==> src/rtl/sme_pkg.sv <==
// Shared types and sizing for the two-requester string-match arbiter.
// The wait-timeout width and limit are used only when SME_ARB_TIMEOUT_EN is defined.
package sme_pkg;

    localparam int N_REQ       = 2;
    localparam int CHAR_W      = 8;
    localparam int IDX_W       = 5;
    localparam int TIMEOUT_CYC = 64;
    localparam int TMO_W       = 8;

    typedef enum logic [1:0] {
        ST_IDLE   = 2'd0,
        ST_STREAM = 2'd1,
        ST_WAIT   = 2'd2,
        ST_RESP   = 2'd3
    } sme_state_e;

endpackage

==> src/rtl/sme_rr_pick.sv <==
// Two-way round-robin pick: on a tie, the requester not served last wins.
// last = 1 means requester 1 was served most recently.
module sme_rr_pick
    import sme_pkg::*;
(
    input  logic [N_REQ-1:0] req,
    input  logic             last,
    output logic [N_REQ-1:0] winner
);

    always_comb begin
        winner = '0;
        if (req[0] && req[1]) begin
            winner = last ? 2'b01 : 2'b10;
        end else if (req[0]) begin
            winner = 2'b01;
        end else if (req[1]) begin
            winner = 2'b10;
        end
    end

endmodule

==> src/rtl/sme_arb.sv <==
// Arbitrates two requesters onto one shared string matcher and routes the result back.
// Define SME_ARB_TIMEOUT_EN to abandon a WAIT after TIMEOUT_CYC cycles with rsp_timeout=1.
//
// Handshake: a requester raises req and holds it until its rsp_valid bit pulses for one
// cycle; gnt (one-hot) is high from the first STREAM cycle through RESP; the matcher's
// eng_valid is honoured only in WAIT.
module sme_arb
    import sme_pkg::*;
(
    input  logic              clk,
    input  logic              reset,
    input  logic              req0,
    input  logic              req1,
    input  logic [CHAR_W-1:0] chardata0,
    input  logic [CHAR_W-1:0] chardata1,
    input  logic              isstring0,
    input  logic              isstring1,
    input  logic              ispattern0,
    input  logic              ispattern1,
    output logic [N_REQ-1:0]  gnt,
    output logic [CHAR_W-1:0] eng_chardata,
    output logic              eng_isstring,
    output logic              eng_ispattern,
    input  logic              eng_valid,
    input  logic              eng_match,
    input  logic [IDX_W-1:0]  eng_match_index,
    output logic [N_REQ-1:0]  rsp_valid,
    output logic              rsp_match,
    output logic [IDX_W-1:0]  rsp_index,
    output logic              rsp_timeout,
    output logic [1:0]        dbg_state
);

    sme_state_e        state;
    logic [N_REQ-1:0]  win_q;
    logic              last_q;
    logic              pat_q;
    logic              match_q;
    logic [IDX_W-1:0]  idx_q;
    logic [N_REQ-1:0]  pick;
    logic [CHAR_W-1:0] sel_char;
    logic              sel_str;
    logic              sel_pat;
    logic              in_stream;
    logic              in_resp;

    sme_rr_pick u_pick (
        .req    ({req1, req0}),
        .last   (last_q),
        .winner (pick)
    );

    // Only the granted stream reaches the matcher; the other one is never looked at.
    always_comb begin
        sel_char = chardata0;
        sel_str  = isstring0;
        sel_pat  = ispattern0;
        if (win_q[1]) begin
            sel_char = chardata1;
            sel_str  = isstring1;
            sel_pat  = ispattern1;
        end
    end

    assign in_stream     = (state == ST_STREAM);
    assign in_resp       = (state == ST_RESP);
    assign eng_chardata  = in_stream ? sel_char : '0;
    assign eng_isstring  = in_stream && sel_str;
    assign eng_ispattern = in_stream && sel_pat;
    assign gnt           = (state == ST_IDLE) ? '0 : win_q;
    assign rsp_valid     = in_resp ? win_q : '0;
    assign rsp_match     = in_resp && match_q;
    assign rsp_index     = in_resp ? idx_q : '0;
    assign dbg_state     = state;

`ifdef SME_ARB_TIMEOUT_EN
    logic [TMO_W-1:0] wait_cnt;
    logic             tmo_q;
    assign rsp_timeout = in_resp && tmo_q;
`else
    assign rsp_timeout = 1'b0;
`endif

    always_ff @(posedge clk or posedge reset) begin
        if (reset) begin
            state   <= ST_IDLE;
            win_q   <= '0;
            last_q  <= 1'b1;
            pat_q   <= 1'b0;
            match_q <= 1'b0;
            idx_q   <= '0;
`ifdef SME_ARB_TIMEOUT_EN
            wait_cnt <= '0;
            tmo_q    <= 1'b0;
`endif
        end else begin
            case (state)
                ST_IDLE: begin
                    pat_q <= 1'b0;
                    if (|pick) begin
                        win_q <= pick;
                        state <= ST_STREAM;
                    end
                end
                ST_STREAM: begin
                    // The pattern ends on the first high->low of the granted ispattern.
                    pat_q <= sel_pat;
                    if (pat_q && !sel_pat) begin
                        state <= ST_WAIT;
`ifdef SME_ARB_TIMEOUT_EN
                        wait_cnt <= '0;
`endif
                    end
                end
                ST_WAIT: begin
                    if (eng_valid) begin
                        match_q <= eng_match;
                        idx_q   <= eng_match_index;
                        state   <= ST_RESP;
`ifdef SME_ARB_TIMEOUT_EN
                        tmo_q   <= 1'b0;
                    end else if (wait_cnt == TMO_W'(TIMEOUT_CYC - 1)) begin
                        match_q <= 1'b0;
                        idx_q   <= '0;
                        tmo_q   <= 1'b1;
                        state   <= ST_RESP;
                    end else begin
                        wait_cnt <= wait_cnt + 1'b1;
`endif
                    end
                end
                ST_RESP: begin
                    last_q <= win_q[1];
                    state  <= ST_IDLE;
                end
                default: state <= ST_IDLE;
            endcase
        end
    end

endmodule

==> config.mk <==
export PLATFORM = sky130hd
export DESIGN_NAME = sme_arb
export DESIGN_NICKNAME = d
export VERILOG_FILES = /design/src/rtl/sme_pkg.sv /design/src/rtl/sme_rr_pick.sv /design/src/rtl/sme_arb.sv
export SDC_FILE = /design/constraint.sdc
export NUM_CORES = 1
export LEC_CHECK = 0
export CAP_MARGIN = 10
export CORE_MARGIN = 2
export CORE_UTILIZATION = 36
export DETAILED_ROUTE_END_ITERATION = 16
export PLACE_DENSITY = 0.91
export SETUP_SLACK_MARGIN = 0.1
export SYNTH_ARGS = -nofsm -noshare
export SYNTH_HDL_FRONTEND = slang
export SYNTH_HIERARCHICAL = 1
export SYNTH_SLANG_ARGS = --single-unit
==> constraint.sdc <==
create_clock -name clk -period 2.3 [get_ports clk]
set_input_delay 0.345 -clock clk [delete_from_list [all_inputs] [get_ports clk]]
set_output_delay 0.345 -clock clk [all_outputs]
set_load 0.02 [all_outputs]
==> run summary, run 1 <==
Hold Violations, Final: 0
Worst reg-to-reg setup slack: 0.50 ns
Net count, final: 171
Area Overhead vs Synth: 70.5%
CTS tree: yes
Metal2 WL: 1.21 mm
Leading cell type in the layout, fill and taps excluded: clkdlybuf4s50_1
Die width: 52.5 um
Global-route wire length before repair: 3.36 mm
Clk buf depth: 2
Total CTS buffers: 3
Max Freq: 465 MHz
Outcome: completed
Crit path kind: flop to primary output
Mapped Area: 847 sq um
Grt ovf: 0
Via density: 4.73
Vias in the first global route: 801
Yosys warns: 6
Wl on met1: 733 um
Post-layout min period: 2.15 ns
Clock sink count: 12
Critical Path RT: 1.96 ns
Area of the die: 2760 sq um
Cell variety after synth: 20
Final HPWL DP: 1.81 mm
Synth area leaders: dfrtp_1 32%, mux2i_1 12%, nor2b_1 9.6%, mux2_2 9.3%, ha_1 7.4%
Worst flop-to-flop path startpoint: dbg_state[1]$_DFFE_PP0P_
Seq/Total Area, Yosys: 0.356
Layout cell share with drive strength beyond 1: 0.142
Most frequent cells in the layout: 41 x clkdlybuf4s50_1, 13 x nor2b_1, 10 x mux2i_1
Via count: 767
P_leak: 0.749 nW
VDD IR max: 0.703 mV
DRC: 0
Row cnt: 17
Largest net degree at the start of global routing: 14
Root buf cell: clkbuf_4
Critical Path AT: 1.81 ns
Fin crit share: 0.936
Clk_lat worst skew: 0.27 ns
Clock skew: 0.000731 ns
Pre-Repair DR Iteration Count: 2
Slew Limit Fails: 0
Syn nets: 117
Initial Util: 0.383
Number of diodes: 0
TNS Setup: 0 ns
R2R depth: 5
Post-Syn Area per Cell: 10.5 sq um
RSZ-0062 raised after global routing: true
WL final: 2.20 mm
Antenna violations before repair: 0
Critical Path End Type: primary output
Seq cells post-synth: 12
Core area: 2210 sq um
Die height: 52.5 um
Critical R2R Capture: dbg_state[1]$_DFFE_PP0P_
Mapped Cells: 81
I/O Buffers: 52
Metal3 WL: 253 um
Overall global routing resource usage: 0.169
H-tree depth: 1
Worst-path clk slew: 0.08 ns
Num ports: 54
Max-cap violations: 0
1st-iter DRT viols: 6
Synth top area share: 0.325
Pwr per Cell Area: 1200 nW/um^2
Remaining antenna violation count: 0
Cells after DPL: 158
# setup viols final: 0
Crit-path max FO: 6
Gpl congestion: 0.645
Final Instance Count excl. Fillers: 162
Wirelength per Cell: 13.6 um
Top sig layer: met3
Min-delay worst type: input port to async pin
Area leader, netlist: dfrtp_1
CP Launch Type: flop
[worst max path at each step]
stage,start,endpoint,slack (ns),cells after the start
after global routing,dbg_state[1]$_DFFE_PP0P_,gnt[1],0.01,4
after CTS,dbg_state[1]$_DFFE_PP0P_,eng_chardata[4],0.06,4
final,dbg_state[0]$_DFFE_PP0P_,gnt[1],0.15,4
after detailed placement,dbg_state[1]$_DFFE_PP0P_,eng_chardata[4],0.17,4
after floorplan,dbg_state[0]$_DFFE_PP0P_,dbg_state[1]$_DFFE_PP0P_,0.51,5
after global placement,ispattern0,eng_ispattern,0.21,4
[where the power goes]
part	switching (W)	leakage, nW	total, W	internal [W]
Sequential	0.0000904	0.139	0.000422	0.000331
Clock	0.0000691	0.0210	0.000165	0.0000961
Combinational	0.000542	0.589	0.00115	0.000608
Total	0.000701	0.749	0.00174	0.00104
[Yosys cell counts, drive strengths merged]
cell type / count
nor2b: 13
dfrtp: 11
mux2i: 10
and2: 9
mux2: 9
nand2: 7
ha: 5
inv: 4
a21boi: 2
buf: 2
clkbuf: 2
nor2: 2
a2111oi: 1
a21o: 1
conb: 1
dfstp: 1
nor3b: 1
[what timing repair did]
| item | CTS | global route |
|---|---|---|
| setup endpoints to repair | 11 | 15 |
| cloned | 0 | 0 |
| buffers inserted | 0 | 0 |
| pin swaps | 0 | 0 |
| hold buffers | 0 | 0 |
| resized for setup | 8 | 7 |
[cell families after synthesis]
kind of cell               synth area share
muxes                                 0.247
and+or+nand+nor                       0.211
buffers and inverters                0.0487
AOI/OAI and AO/OA                    0.0591
other                               0.00443
adders and majority gates            0.0739
DFF                                   0.356
[critical path: stages (launching register included)]
cell	delay, ns
dfrtp_2	0.42
inv_1	0.10
ha_1	0.28
nor2b_1	0.13
clkdlybuf4s50_1	0.61
[flip-flops by register name (all words and copies together), names as in the netlist]
signal and flops:
idx_q 5, dbg_state 2, win_q 2, last_q 1, match_q 1, pat_q 1
[through the flow]
| stage | cell area (sq um) | hold WS [ns] | setup WS (ns) | power, W | util |
|---|---|---|---|---|---|
| finish | 1440 | 0.387 | 0.148 | 0.00174 | 0.653 |
| global route | 1440 | 0.428 | 0.0145 | 0.00186 | 0.653 |
| CTS | 1430 | 0.389 | 0.0576 | 0.00177 | 0.645 |
| detailed placement | 1380 | 0.472 | 0.167 | 0.00159 | 0.626 |
| global placement | 1380 | 0.463 | 0.211 | 0.00155 | 0.626 |
| floorplan | 847 | 0.209 | 0.514 | 0.00115 | - |
[layout make-up]
cell class	instances	area [sq um]
Fill cell	189	768
Timing Repair Buffer	53	537
Multi-Input combinational cell	61	517
Sequential cell	12	304
Clock buffer	4	36.3
Tap cell	28	35.0
Inverter	4	15.0
[metal layers]
| metal | up-vias | track usage |
|---|---|---|
| met4 | 0 | 0.0641 |
| met3 | 0 | 0.0657 |
| met1 | 362 | 0.147 |
| met5 | - | 0 |
| li1 | 368 | - |
| met2 | 37 | 0.338 |
(Power assumes the default switching activity.)
==> run 2, diff against run 1 <==
- CELL_PAD_IN_SITES_DETAIL_PLACEMENT: not set -> 1
- CELL_PAD_IN_SITES_GLOBAL_PLACEMENT: not set -> 1
- CORE_MARGIN: 2 -> 1
- CORE_UTILIZATION: 36 -> 25
- PLACE_DENSITY: 0.91 -> 0.9
==> run summary, run 2 (synthesized netlist as in run 1, its figures left out) <==
Outcome: completed
CP Launch Type: flop
Overall global routing resource usage: 0.142 (-0.0270)
Clock sink count: 12 (unchanged)
CP max stage delay: 0.60 ns (about the same)
Worst path bufs/invs: 1 (-1)
Pre-Repair DR Iteration Count: 4 (+2)
Critical Path AT: 1.78 ns (-0.03 ns)
Row cnt: 20 (+3)
Net count, final: 171 (unchanged)
P_leak: 0.771 nW (+2.8%)
Area Overhead vs Synth: 72.4%
Final HPWL DP: 2.01 mm (+11%)
Fin crit share: 0.923 (-0.0123)
Via count: 775 (+1.0%)
Grt ovf: 0 (unchanged)
Worst flop-to-flop path startpoint: dbg_state[0]$_DFFE_PP0P_
Core area: 3130 sq um (+41%)
Leading cell type in the layout, fill and taps excluded: clkdlybuf4s50_1
Via density: 4.35 (-8.0%)
R2R depth: 5 (unchanged)
1st-iter DRT viols: 9 (+3)
Total CTS buffers: 3 (unchanged)
Root buf cell: clkbuf_4
WL final: 2.48 mm (+13%)
Largest net degree at the start of global routing: 14 (unchanged)
Crit-path max FO: 9 (+3)
Max Freq: 471 MHz (+1.3%)
Biggest register: idx_q
Critical Path End Type: primary output
VDD IR max: 0.539 mV (-23%)
Post-CTS setup buffers: 0 (unchanged)
Critical Path RT: 1.96 ns (about the same)
Post-layout min period: 2.12 ns (-0.0282 ns)
Largest register FFs: 5 (unchanged)
Clk buf depth: 2 (unchanged)
H-tree depth: 1 (unchanged)
Clock skew: 0.00453 ns (+0.00380 ns)
Pwr per Cell Area: 1180 nW/um^2 (-2.2%)
Worst-path clk slew: 0.08 ns (about the same)
Worst reg-to-reg setup slack: 0.44 ns (-0.06 ns)
Gpl congestion: 0.734 (+14%)
# setup viols final: 0 (unchanged)
Remaining antenna violation count: 0 (unchanged)
Slowest-stage cell, CP: clkdlybuf4s50_1
Min-delay worst type: input port to async pin
Cells after DPL: 174 (+10%)
Hold Violations, Final: 0 (unchanged)
I/O Buffers: 52 (unchanged)
Max-cap violations: 0 (unchanged)
Initial Util: 0.271 (-0.112)
DRC: 0 (unchanged)
Clk_lat worst skew: 0.27 ns (about the same)
Area of the die: 3630 sq um (+32%)
Final Instance Count excl. Fillers: 178 (+9.9%)
TNS Setup: 0 ns (unchanged)
Antenna violations before repair: 0 (unchanged)
Number of diodes: 0 (unchanged)
Vias in the first global route: 745 (-7.0%)
Layout cell share with drive strength beyond 1: 0.134 (-0.00746)
Num ports: 54 (unchanged)
Crit path kind: flop to primary output
CP delay by family, top: buffers and inverters
Die width: 60.2 um (+15%)
RSZ-0062 raised after global routing: true
Wirelength per Cell: 13.9 um (+2.4%)
Worst path cell trace: ha_2 > and2_1 > clkdlybuf4s50_1
Slew Limit Fails: 0 (unchanged)
Most frequent cells in the layout: 39 x clkdlybuf4s50_1, 13 x nor2b_1, 10 x mux2i_1, 10 x dfrtp_1, 9 x and2_1
Global-route wire length before repair: 3.70 mm (+10%)
CTS tree: yes
Critical R2R Capture: dbg_state[1]$_DFFE_PP0P_
Die height: 60.2 um (+15%)
-- run 2: changes by cell type in the layout (fill, tap and decap cells not counted) --
| cell | previous run | this run |
|---|---|---|
| clkdlybuf4s50_1 | 41 | 39 |
| ha_1 | 4 | 3 |
| clkbuf_8 | 1 | 0 |
| dlymetal6s2s_1 | 6 | 8 |
| dfrtp_1 | 9 | 10 |
| ha_2 | 0 | 1 |
| clkbuf_1 | 0 | 1 |
| dfrtp_2 | 2 | 1 |
-- run 2: repair_timing --
action	CTS	global route
setup endpoints to repair	10	15
hold buffers	0	0
gates resized for setup	8	9
-- run 2: through the flow --
step           power, W  setup WS (ns)  instance area (sq um)   util  hold slack (ns)
3_5_place_dp    0.00161          0.185                   1400  0.449            0.473
2_1_floorplan   0.00115          0.514                    847      -            0.209
5_1_grt         0.00184         0.0731                   1460  0.467            0.430
4_1_cts         0.00175         0.0521                   1440  0.460            0.397
6_report        0.00172          0.176                   1460  0.467            0.392
3_3_place_gp    0.00156          0.224                   1400  0.449            0.475
-- run 2: worst max path at each step --
stage | depth (start not counted) | to | start | slack [ns]
6_report | 3 | rsp_index[3] | dbg_state[0]$_DFFE_PP0P_ | 0.18
3_3_place_gp | 4 | eng_ispattern | ispattern0 | 0.22
3_5_place_dp | 4 | eng_ispattern | dbg_state[1]$_DFFE_PP0P_ | 0.18
2_1_floorplan | 5 | dbg_state[1]$_DFFE_PP0P_ | dbg_state[0]$_DFFE_PP0P_ | 0.51
5_1_grt | 3 | rsp_index[3] | dbg_state[0]$_DFFE_PP0P_ | 0.07
4_1_cts | 4 | gnt[1] | dbg_state[0]$_DFFE_PP0P_ | 0.05
-- run 2: layer usage --
| layer | GRT usage | share of wire |
|---|---|---|
| met4 | 0.0299 | 0 |
| met5 | 0 | 0 |
| met1 | 0.153 | 0.37 |
| met3 | 0.0541 | 0.12 |
| met2 | 0.261 | 0.51 |
-- run 2: report_power, final --
| group | leakage [nW] | switching, W | internal, W | total, W |
|---|---|---|---|---|
| clock network | 0.0150 | 0.0000695 | 0.0000672 | 0.000137 |
| logic | 0.616 | 0.000558 | 0.000606 | 0.00116 |
| registers | 0.140 | 0.0000880 | 0.000329 | 0.000417 |
| total | 0.771 | 0.000716 | 0.00100 | 0.00172 |
-- run 2: layout make-up --
type	count	area, sq um
repair buffers	53	542
clock buffers	4	26.3
well taps	44	55.1
inverters	4	15.0
fillers	351	1670
flip-flops and latches	12	303
multi-input cells	61	519
-- run 2: worst reg2reg max path: cells and delay by family, from the launching register on --
family | cells | cell delay, ns
AOI/OAI and AO/OA | 1 | 0.42
and+or+nand+nor | 1 | 0.16
muxes | 1 | 0.34
adders and majority gates | 1 | 0.24
DFF | 1 | 0.45
buffers and inverters | 1 | 0.13
